<file path="config.mk">
export PLATFORM = sky130hd
export DESIGN_NAME = macc_chunk_sequencer
export DESIGN_NICKNAME = d
export VERILOG_FILES = /design/src/rtl/macc_chunk_sequencer.sv
export SDC_FILE = /design/constraint.sdc
export NUM_CORES = 1
export LEC_CHECK = 0
export ABC_AREA = 1
export BUFFER_PORTS_ARGS = -buffer_cell sky130_fd_sc_hd__buf_2
export CAP_MARGIN = 15
export CORE_MARGIN = 3
export CORE_UTILIZATION = 55
export CTS_CLUSTER_SIZE = 20
export DETAILED_ROUTE_END_ITERATION = 8
export PLACE_DENSITY = 0.77
export RECOVER_POWER = 100
export SETUP_SLACK_MARGIN = 0.3
export SLEW_MARGIN = 10
export SYNTH_ARGS = -nofsm -noshare
export SYNTH_HDL_FRONTEND = slang
export SYNTH_SLANG_ARGS = --single-unit
</file>
<file path="constraint.sdc">
create_clock -name clk -period 6.3 [get_ports clk]
set_clock_uncertainty 0.2 [all_clocks]
set_input_delay 0.315 -clock clk [delete_from_list [all_inputs] [get_ports clk]]
set_output_delay 0.315 -clock clk [all_outputs]
set_load 0.005 [all_outputs]
</file>
<file path="src/rtl/macc_chunk_sequencer.sv">
// Chunk sequencer for the 1-to-n MACC array: issues NUM_CHUNKS beats, sums the per-lane
// partial results and hands the totals downstream. Optional MACC_CHUNK_SEQ_RELU_EN clamps negative lanes.

module macc_chunk_acc_lane #(
  parameter int DW = 20,
  parameter int AW = 22
) (
  input  logic          clk,
  input  logic          rst_n,
  input  logic          en,
  input  logic          clr,
  input  logic [DW-1:0] din,
  output logic [AW-1:0] dout
);
  logic signed [AW-1:0] acc;
  logic signed [AW-1:0] ext;

  assign ext = AW'($signed(din));

  // First result of a pass overwrites instead of adding, so no separate clear cycle is needed.
  always_ff @(posedge clk or negedge rst_n) begin
    if (!rst_n)  acc <= '0;
    else if (en) acc <= (clr ? '0 : acc) + ext;
  end

`ifdef MACC_CHUNK_SEQ_RELU_EN
  assign dout = acc[AW-1] ? '0 : acc;
`else
  assign dout = acc;
`endif
endmodule

module macc_chunk_sequencer #(
  parameter  int NUM_MACC        = 5,
  parameter  int MACC_DATA_WIDTH = 20,
  parameter  int NUM_CHUNKS      = 4,
  localparam int CNT_WIDTH       = ($clog2(NUM_CHUNKS + 1) > 1) ? $clog2(NUM_CHUNKS + 1) : 1,
  localparam int ACC_WIDTH       = MACC_DATA_WIDTH + $clog2(NUM_CHUNKS)
) (
  input  logic                            clk,
  input  logic                            rst_n,
  input  logic                            start,
  output logic                            busy,
  output logic                            done,
  output logic [CNT_WIDTH-1:0]            chunk_idx,
  input  logic                            feat_valid,
  output logic                            feat_ready,
  output logic                            macc_i_valid,
  input  logic [NUM_MACC*MACC_DATA_WIDTH-1:0] macc_o_data,
  input  logic                            macc_o_valid,
  output logic [NUM_MACC*ACC_WIDTH-1:0]   o_data,
  output logic                            o_valid,
  input  logic                            o_ready
);
  typedef enum logic [1:0] {IDLE, ISSUE, DRAIN, OUTPUT} state_t;

  state_t                 state;
  logic [CNT_WIDTH-1:0]   res_cnt;
  logic                   acc_en, acc_clr, beat, last_beat, res_done;

  logic [NUM_MACC-1:0][MACC_DATA_WIDTH-1:0] lane_in;
  logic [NUM_MACC-1:0][ACC_WIDTH-1:0]       lane_out;

  assign feat_ready   = (state == ISSUE);
  assign macc_i_valid = feat_valid & feat_ready;
  assign beat         = macc_i_valid;
  assign last_beat    = beat && (chunk_idx == CNT_WIDTH'(NUM_CHUNKS - 1));

  // Results can overlap issue, so accumulation runs in both ISSUE and DRAIN.
  assign acc_en   = macc_o_valid && ((state == ISSUE) || (state == DRAIN));
  assign acc_clr  = (res_cnt == '0);
  // Look ahead one result so o_valid rises on the edge that captures the final sum.
  assign res_done = (res_cnt == CNT_WIDTH'(NUM_CHUNKS)) ||
                    (acc_en && (res_cnt == CNT_WIDTH'(NUM_CHUNKS - 1)));

  always_ff @(posedge clk or negedge rst_n) begin
    if (!rst_n) begin
      state     <= IDLE;
      busy      <= 1'b0;
      done      <= 1'b0;
      o_valid   <= 1'b0;
      chunk_idx <= '0;
      res_cnt   <= '0;
    end else begin
      done <= 1'b0;
      if (acc_en) res_cnt <= res_cnt + 1'b1;
      case (state)
        IDLE: if (start) begin
          state     <= ISSUE;
          busy      <= 1'b1;
          chunk_idx <= '0;
          res_cnt   <= '0;
        end
        ISSUE: if (beat) begin
          if (last_beat) begin
            chunk_idx <= '0;
            if (res_done) begin
              state   <= OUTPUT;
              o_valid <= 1'b1;
            end else begin
              state <= DRAIN;
            end
          end else begin
            chunk_idx <= chunk_idx + 1'b1;
          end
        end
        DRAIN: if (res_done) begin
          state   <= OUTPUT;
          o_valid <= 1'b1;
        end
        OUTPUT: if (o_ready) begin
          state   <= IDLE;
          busy    <= 1'b0;
          o_valid <= 1'b0;
          done    <= 1'b1;
        end
        default: state <= IDLE;
      endcase
    end
  end

  assign lane_in = macc_o_data;
  assign o_data  = lane_out;

  for (genvar k = 0; k < NUM_MACC; k++) begin : g_lane
    macc_chunk_acc_lane #(.DW(MACC_DATA_WIDTH), .AW(ACC_WIDTH)) u_lane (
      .clk   (clk),
      .rst_n (rst_n),
      .en    (acc_en),
      .clr   (acc_clr),
      .din   (lane_in[k]),
      .dout  (lane_out[k])
    );
  end
endmodule

</file>
# After elaboration in Yosys (flattened, before gate mapping)
# Index checks and enable logic that the tools add are counted.
[word_totals] ff_bits=121 latch_bits=0 mem_bits_rw=0 rom_bits=0 in_bits=106 out_inout_bits=118 elab_cells=72 mem_count=0
[op_classes] n_addsub=7 mul=0 n_div=0 order_cmp=0 n_eq_ne=11 shifts=0 n_mux=28 n_bitwise=1 reduce_logical=14
[op_table] op="$add A22 B22 Y22" n=5
[op_table] op="$mux W22" n=5
[op_table] op="$mux W3" n=6
[op_table] op="$mux W2" n=5
[op_table] op="$mux W1" n=8
[op_table] op="$pmux W2 S4" n=1
[op_table] op="$add A3 B1 Y3 const B" n=2
[op_table] op="$eq A3 B2 Y1 const B" n=2
[op_table] op="$ne A2 B2 Y1 const B" n=3
[op_table] op="$pmux W3 S2" n=1
[op_table] op="$reduce_and A3 Y1" n=2
[op_table] op="$reduce_and A5 Y1" n=1
[op_table] op="$eq A2 B2 Y1 const B" n=2
[op_table] op="$ne A2 B1 Y1 const B" n=2
[op_table] op="$reduce_and A4 Y1" n=1
[op_table] op="$reduce_bool A2 Y1" n=2
[op_table] op="$eq A3 B3 Y1 const B" n=1
[op_table] op="$logic_and A1 B1 Y1" n=3
[op_table] op="$logic_not A3 Y1" n=1
[op_table] op="$pmux W1 S3" n=1
[op_table] op="$reduce_bool A3 Y1" n=1
[op_table] op="$eq A2 B1 Y1 const B" n=1
[op_table] op="$logic_not A2 Y1" n=1
[op_table] op="$logic_or A1 B1 Y1" n=2
[op_table] op="other kinds (2)" n=2

# Logic depth before layout (Yosys ltp)
# Gate-level depths: netlist of the first run.
[logic_depth] word_depth=9 ltp_mapped=20 mapped_depth_nobuf=18

# By module
# Synthesis of the first run repeated with hierarchy kept, for this count alone.
[hier_totals] hier_cells=2200 hier_area_um2=12973.7
[by_module_without_submodules] module="macc_chunk_acc_lane (g_lane[1].u_lane ...)" n_inst=2 cells_each=420 area_each_um2=2448.6 seq_area_each_um2=550.5
[by_module_without_submodules] module="macc_chunk_acc_lane (g_lane[3].u_lane ...)" n_inst=2 cells_each=422 area_each_um2=2442.3 seq_area_each_um2=550.5
[by_module_without_submodules] module="macc_chunk_acc_lane (g_lane[0].u_lane)" n_inst=1 cells_each=422 area_each_um2=2484.9 seq_area_each_um2=550.5
[by_module_without_submodules] module="macc_chunk_sequencer" n_inst=1 cells_each=94 area_each_um2=706.9 seq_area_each_um2=275.3

# Worst setup path after synthesis of the first run
# OpenSTA, ideal clock, no wires.
[synth_path] kind="register to register" start="register res_cnt[0]" end="register g_lane[3].u_lane.acc[12]" setup_time_ns=0.131 t_arrival_ns=2.495 t_required_ns=5.969 setup_slack_ns=3.474 path_stages_with_launch=21 path_buffers=2 period_less_slack_ns=2.826 path_cell_list="dfrtp_1 inv_1 ha_1 nand2_1 buf_2 inv_2 buf_2 nor2_1 ha_1 inv_1 fa_1 inv_1 nand3_1 nand3_1 nand2_1 nand2_1 nand2_1 nand2_1 nand2_1 nand3_1 o21ai_0"
[synth_via] elab_chain_cells=3
[synth_rtl] item="from (decl)" line="58" text="logic [CNT_WIDTH-1:0] res_cnt;"
[synth_rtl] item="from (signal assigned)" line="86" text="if (acc_en) res_cnt <= res_cnt + 1'b1;"
[synth_rtl] item="$logic_not A3 Y1" line="71" text="assign acc_clr = (res_cnt == '0);"
[synth_rtl] item="$mux W22" line="23" text="else if (en) acc <= (clr ? '0 : acc) + ext;"
[synth_rtl] item="$add A22 B22 Y22" line="23"
[synth_rtl] item="to (signal assigned)" line="23"
[synth_rtl] item="to (decl)" line="15" text="logic signed [AW-1:0] acc;"
# No other way between the ends.
# A chain may end at the register's enable or synchronous reset.

# Worst setup path in the final report of the first run
[layout_path] start="register res_cnt[0]" end="register g_lane[2].u_lane.acc[15]"
[layout_via] elab_chain_cells=3
[layout_rtl] item="$logic_not A3 Y1" line="71"
[layout_rtl] item="$mux W22" line="23"
[layout_rtl] item="$add A22 B22 Y22" line="23"
[layout_rtl] item="to (signal assigned)" line="23"
[layout_rtl] item="to (decl)" line="15"
# No other way between the ends.

==> out/qor.yml, run 1 <==
run_status: "complete, but fails checks"
violations: "capacitance limit, slew limit"
dr_total_vias: 13800
core-area_um2: 22200
cts_buffers: 17
use_met1_pct: 38.1
fin_crit_ns: 4.94
overflow: 0
required_ns: 6.41
clk_latency_ns: 0.43
portBuffers: 223
synth_top_cell_by_area: "nand2_1"
ir_drop_mv: 0.252
fin_cells: 2675
grt_max_degree: 90
final_max_slew_viol_count: 253
ys_top_cells_by_area: "nand2_1, dfrtp_1, inv_1"
synth_edf_count: 0
start_util_pct: 57.0
antenna_found_initial: 4
cp_max_fo: 54
placement_rows: 54
die_y_um: 158
synth_area_per_cell_um2: 5.83
ys.warnings.count: 0
ys_ff_latch: 121
drtIter0Drc: 803
hold_viol: 0
synth_top_area_share_pct: 24.0
busiest_layer: "met2"
clkSinkCount: 121
slew_headroom_pct: -153
use_met3_pct: 5.50
hp-class: "input pin to register"
grt_pass1_wl_mm: 59.9
via_per_inst: 5.16
path_class: "register to register"
cp-end-kind: "register"
dieArea_um2: 24800
nets: 2606
gp_congestion: 0.983
fp.dieW_um: 158
wl_mm: 36.9
setup_tns_ns: 0
netlist_instances: 2166
rsz0062_at_grt: "no"
synth_ff_type: "dfrtp_1"
hpwl_mm: 28.8
ys_types: 33
crit_path_start_kind: "register"
drv_cap: 4
grt_usage_pct: 29.8
use_met2_pct: 50.4
post_cts_buffers: 0
whs_ns: 0.0321
cts_root_buf: "clkbuf_16"
num-fill-cells: 2258
synth_most_common_cell: "nand2_1"
ios: 224
p_leak_nw: 8.67
tightest_slew_ns: 3.80
design_area_um2: 14500
drc: 0
synthesis.nets: 2391
async_flop_share_pct: 100
setup_viol: 0
power_density_nw_per_um2: 569
post_drt_wl_per_cell_um: 13.8
ant_nets: 0
clockBufferDepth: 2
critPathArrivalTime_ns: 5.05
first_global_vias: 13000
dpl_cell_area_um2: 14000
synthToLayoutAreaGrowth_pct: 14.8
finalCritPeriodShare_pct: 78.4
synth_area_um2: 12600
ys_seq_area_share_pct: 24.0
fmaxAchievable_ghz: 0.202
drive_above_1_share_pct: 8.10
h-tree-depth: 4
clk_pin_slew_worst_paths_ns: 0.07
drtPass1Iterations: 5
cts_tree: "done"
synth_common_cells: "nand2_1, inv_1, nor2_1"
place_inst: 2640
==> path summary, 6_finish.rpt <==
check	startpoint	to	slack, ns	depth (start not counted)
setup reg to reg	res_cnt[0]	g_lane[2].u_lane.dout[15]	1.36	15
setup / recovery	res_cnt[0]	g_lane[2].u_lane.dout[15]	1.36	15
min in group asynchronous	rst_n	g_lane[3].u_lane.dout[17]	1.55	2
hold / removal	macc_o_data[0]	g_lane[0].u_lane.dout[0]	0.03	4
max in group asynchronous	rst_n	g_lane[1].u_lane.dout[10]	2.02	3
hold reg to reg	g_lane[2].u_lane.dout[18]	g_lane[2].u_lane.dout[18]	0.30	2
==> power breakdown <==
part	internal (mW)	switching, mW	total [mW]
registers	1.18	0.297	1.48
clock network	0.642	0.396	1.04
logic	2.04	3.69	5.73
total	3.87	4.38	8.25
==> logic make-up (layout without fill, tap and decap cells) <==
group           after synthesis  in the layout  synth area share, %
simple gates               1260           1260                 40.5
other cells                   0              1                    0
flops                       121            121                 24.0
buf+inv                     459            687                 13.9
compound gates              180            180                 7.62
xor+xnor                     27             27                 1.87
fa+ha+maj                   119            119                 12.1
==> stage by stage <==
stage	power, mW	worst slack [ns]	utilization, %
3_5_place_dp	7.19	1.99	63.1
3_3_place_gp	7.06	2.13	63.1
6_report	8.25	1.36	65.4
5_1_grt	9.19	0.934	65.4
4_1_cts	8.28	1.98	66.0
2_1_floorplan	5.64	3.47	-
==> area by class of cell <==
class	instances	area, um^2	area share (%)
multi-input combinational	1586	7840	54.1
sequential	121	3030	20.9
inverter	424	1590	11.0
timing repair buffer	231	1070	7.38
clock buffer	21	460	3.18
tap	280	350	2.42
clock inverter	11	146	1.01
antenna	1	2.50	0.0173
==> critical path: stages (launching register included) <==
cell and delay (ns):
dfrtp_1 0.38, inv_1 0.09, ha_1 0.17, nand2_1 0.39
clkinv_2 0.83, clkbuf_1 1.10, nor2_1 0.09, ha_1 0.44
or2_0 0.17, nand2_1 0.11, o21ai_0 0.40, nand2_1 0.16
nand2_1 0.09, nand2_1 0.05, nand3_1 0.06, nand2_1 0.08
==> placed cells by master (no fill, tap or decap), types with 2 or more instances in the layout <==
cell | Yosys | layout
a21oi_1 | 76 | 76
a21oi_2 | 2 | 2
a31oi_1 | 2 | 2
and2_1 | 8 | 8
buf_2 | 22 | 148
bufinv_16 | 0 | 3
clkbuf_1 | 12 | 81
clkbuf_16 | 0 | 17
clkbuf_8 | 0 | 2
clkinv_2 | 0 | 3
clkinvlp_4 | 0 | 5
dfrtp_1 | 121 | 121
dlygate4sd3_1 | 0 | 2
fa_1 | 5 | 5
ha_1 | 114 | 114
inv_1 | 422 | 422
nand2_1 | 807 | 808
nand2_2 | 5 | 3
nand3_1 | 131 | 131
nand3b_1 | 23 | 23
nand4_1 | 21 | 21
nor2_1 | 239 | 240
nor2_2 | 3 | 2
nor3_1 | 14 | 14
o21ai_0 | 70 | 74
o21ai_1 | 7 | 3
o21bai_1 | 7 | 7
o22ai_1 | 12 | 12
or2_1 | 6 | 5
or2_2 | 2 | 2
xnor2_1 | 18 | 18
xor2_1 | 9 | 9
==> state kept, by name (all words and copies together), names as in the netlist <==
name and count:
res_cnt 3, g_lane.u_lane.dout 110, busy 1, state 2, done 1, chunk_idx 3
o_valid 1
==> per-layer routing <==
layer | vias up | share of wire (%)
li1 | 7079 | -
met1 | 6186 | 44
met2 | 463 | 45
met3 | 75 | 7.3
met4 | 6 | 2.9
met5 | - | 0.10
==> repair_timing <==
| item | 4_1_cts | 5_1_grt |
|---|---|---|
| setup endpoints to repair | 0 | 0 |
| resized for setup | 0 | 0 |
| hold buffers | 2 | 0 |
| endpoints found under the hold margin | 65 | 0 |
Note: power is estimated with default switching activity, not from simulation.
==> run 2: changes to the inputs <==
--- a/config.mk
+++ b/config.mk
@@ -9,7 +9,7 @@
 export BUFFER_PORTS_ARGS = -buffer_cell sky130_fd_sc_hd__buf_2
 export CAP_MARGIN = 15
 export CORE_MARGIN = 3
-export CORE_UTILIZATION = 55
+export CORE_UTILIZATION = 53
 export CTS_CLUSTER_SIZE = 20
 export DETAILED_ROUTE_END_ITERATION = 8
 export PLACE_DENSITY = 0.77
==> constraint.sdc (replaced) <==
create_clock -name clk -period 4.4 [get_ports clk]
set_clock_uncertainty 0.2 [all_clocks]
set_input_delay 0.22 -clock clk [delete_from_list [all_inputs] [get_ports clk]]
set_output_delay 0.22 -clock clk [all_outputs]
set_load 0.005 [all_outputs]
==> out/qor.yml, run 2 (synthesis gave the netlist of run 1 again) <==
use_met3_pct: 5.62  # +0.12 points
clk_latency_ns: 0.43  # about the same
fin_cells: 2717  # +1.6%
first_global_vias: 13300  # +2.0%
layout_commonest_cell: "nand2_1"
drtIter0Drc: 888  # +11%
final_max_slew_viol_count: 264  # +4.3%
cts_buffers: 17  # unchanged
synthToLayoutAreaGrowth_pct: 16.3
cts_root_buf: "clkbuf_16"
cts_resized: 0  # unchanged
path_class: "register to register"
cp_slowest_stage_delay_ns: 1.00  # -0.10 ns
run_status: "complete, but fails checks"
design_area_um2: 14700  # +1.3%
placement_rows: 55  # +1.9%
required_ns: 4.42  # -1.99 ns
hold_viol: 0  # unchanged
violations: "capacitance limit, slew limit"
cp_max_fo: 81  # +50%
rsz0062_at_grt: "no"
critPathSlowestCell: "clkbuf_2"
start_util_pct: 54.8  # -2.2 points
final_cell_mix: "nand2_1, inv_1, nor2_1"
finalCritPeriodShare_pct: 76.5  # -2.0 points
crit_chain: "inv_1 > ha_1 > nand2_4 > clkinvlp_2 > clkbuf_2 > o21ai_0 > a21oi_1"
num-fill-cells: 2284  # +1.2%
setup_viol: 0  # unchanged
fmaxAchievable_ghz: 0.297  # +47%
use_met1_pct: 37.4  # -0.74 points
busiest_layer: "met2"
h-tree-depth: 4  # unchanged
wl_mm: 37.4  # +1.4%
tightest_slew_ns: 2.41  # -1.39 ns
reg2reg_depth: 7  # -8
dr_total_vias: 13800  # -0.24%
drc: 0  # unchanged
fp.dieW_um: 160  # +1.8%
drive_above_1_share_pct: 9.07  # +0.97 points
hpwl_mm: 29.1  # +0.92%
clkSinkCount: 121  # unchanged
core-area_um2: 23100  # +4.0%
via_per_inst: 5.07  # -1.8%
p_leak_nw: 8.80  # +1.5%
use_met2_pct: 49.0  # -1.4 points
whs_path_depth: 6  # +2
grt_max_degree: 91  # +1.1%
overflow: 0  # unchanged
setup_tns_ns: 0  # unchanged
clk_pin_slew_worst_paths_ns: 0.07  # about the same
drv_cap: 3  # -1
power_density_nw_per_um2: 812  # +43%
drtPass1Iterations: 5  # unchanged
ios: 224  # unchanged
largest_register_ffs: 110  # unchanged
fin_util_pct: 63.7  # -1.7 points
critPathArrivalTime_ns: 3.39  # -1.66 ns
die_y_um: 160  # +1.8%
crit_path_start_kind: "register"
dpl_cell_area_um2: 14000  # +0.40%
gp_congestion: 1.01  # +2.6%
hp-class: "input pin to register"
post_drt_wl_per_cell_um: 13.8  # -0.21%
cp-end-kind: "register"
antenna_found_initial: 3  # -1
fin_crit_ns: 3.37  # -1.58 ns
grt_usage_pct: 29.0  # -0.74 points
ant_nets: 0  # unchanged
portBuffers: 223  # unchanged
place_inst: 2675  # +1.3%
cts_tree: "done"
slew_headroom_pct: -60.6  # +93 points
nets: 2615  # +0.35%
dieArea_um2: 25700  # +3.6%
clockBufferDepth: 2  # unchanged
ir_drop_mv: 0.356  # +41%
grt_pass1_wl_mm: 62.2  # +3.9%
## run 2: cell count changes in the layout (fill, tap and decap cells not counted), moves of 3 or more
cell           delta
buf_4             +4
clkbuf_2          +3
clkbuf_1         -23
buf_2            +16
dlygate4sd3_1     +7
## run 2: repair_timing
action,CTS,global route
buffers inserted,0,0
hold endpoints to repair,97,0
hold buffers,9,0
## run 2: layout make-up
class	instances	area, um^2	share of cell area [%]
well taps	313	392	2.67
clock inverters	11	169	1.15
diodes	1	2.50	0.0170
flip-flops and latches	121	3030	20.6
clock buffers	21	470	3.20
inverters	424	1590	10.9
repair buffers	240	1190	8.08
multi-input cells	1586	7840	53.4
## run 2: routing by layer
layer,vias up,wire (um)
li1,7093,-
met5,-,38
met2,411,17100
met1,6182,16600
met4,6,1090
met3,84,2650
## run 2: power by group
part / switching [mW] / internal (mW)
Clock: 0.557 / 0.992
Combinational: 5.32 / 2.96
Sequential: 0.409 / 1.69
## run 2: stage by stage
step / setup slack (ns) / hold WS (ns) / power (mW)
after CTS: 1.14 / 0.0143 / 12.0
after floorplan: 1.57 / -0.276 / 8.08
after detailed placement: 1.15 / 0.176 / 10.3
final: 1.03 / 0.0314 / 11.9
after global routing: 0.636 / 0.0692 / 13.3
after global placement: 1.18 / 0.169 / 10.2
## run 2: final timing paths
path / startpoint / slack, ns / endpoint
hold / removal: macc_o_data[19] / 0.03 / g_lane[0].u_lane.dout[21]
hold reg to reg: g_lane[3].u_lane.dout[16] / 0.30 / g_lane[3].u_lane.dout[16]
max in group asynchronous: rst_n / 1.25 / g_lane[0].u_lane.dout[11]
setup / recovery: state[0] / 1.03 / res_cnt[2]
setup reg to reg: state[0] / 1.03 / res_cnt[2]
min in group asynchronous: rst_n / 0.86 / g_lane[3].u_lane.dout[17]
## run 2: worst max-delay path: cells and delay by family, from the launching register on
kind / cells / cell delay [ns]
fa+ha+maj: 1 / 0.36
compound gates: 2 / 0.58
simple gates: 1 / 0.26
flops: 1 / 0.44
buf+inv: 3 / 1.30
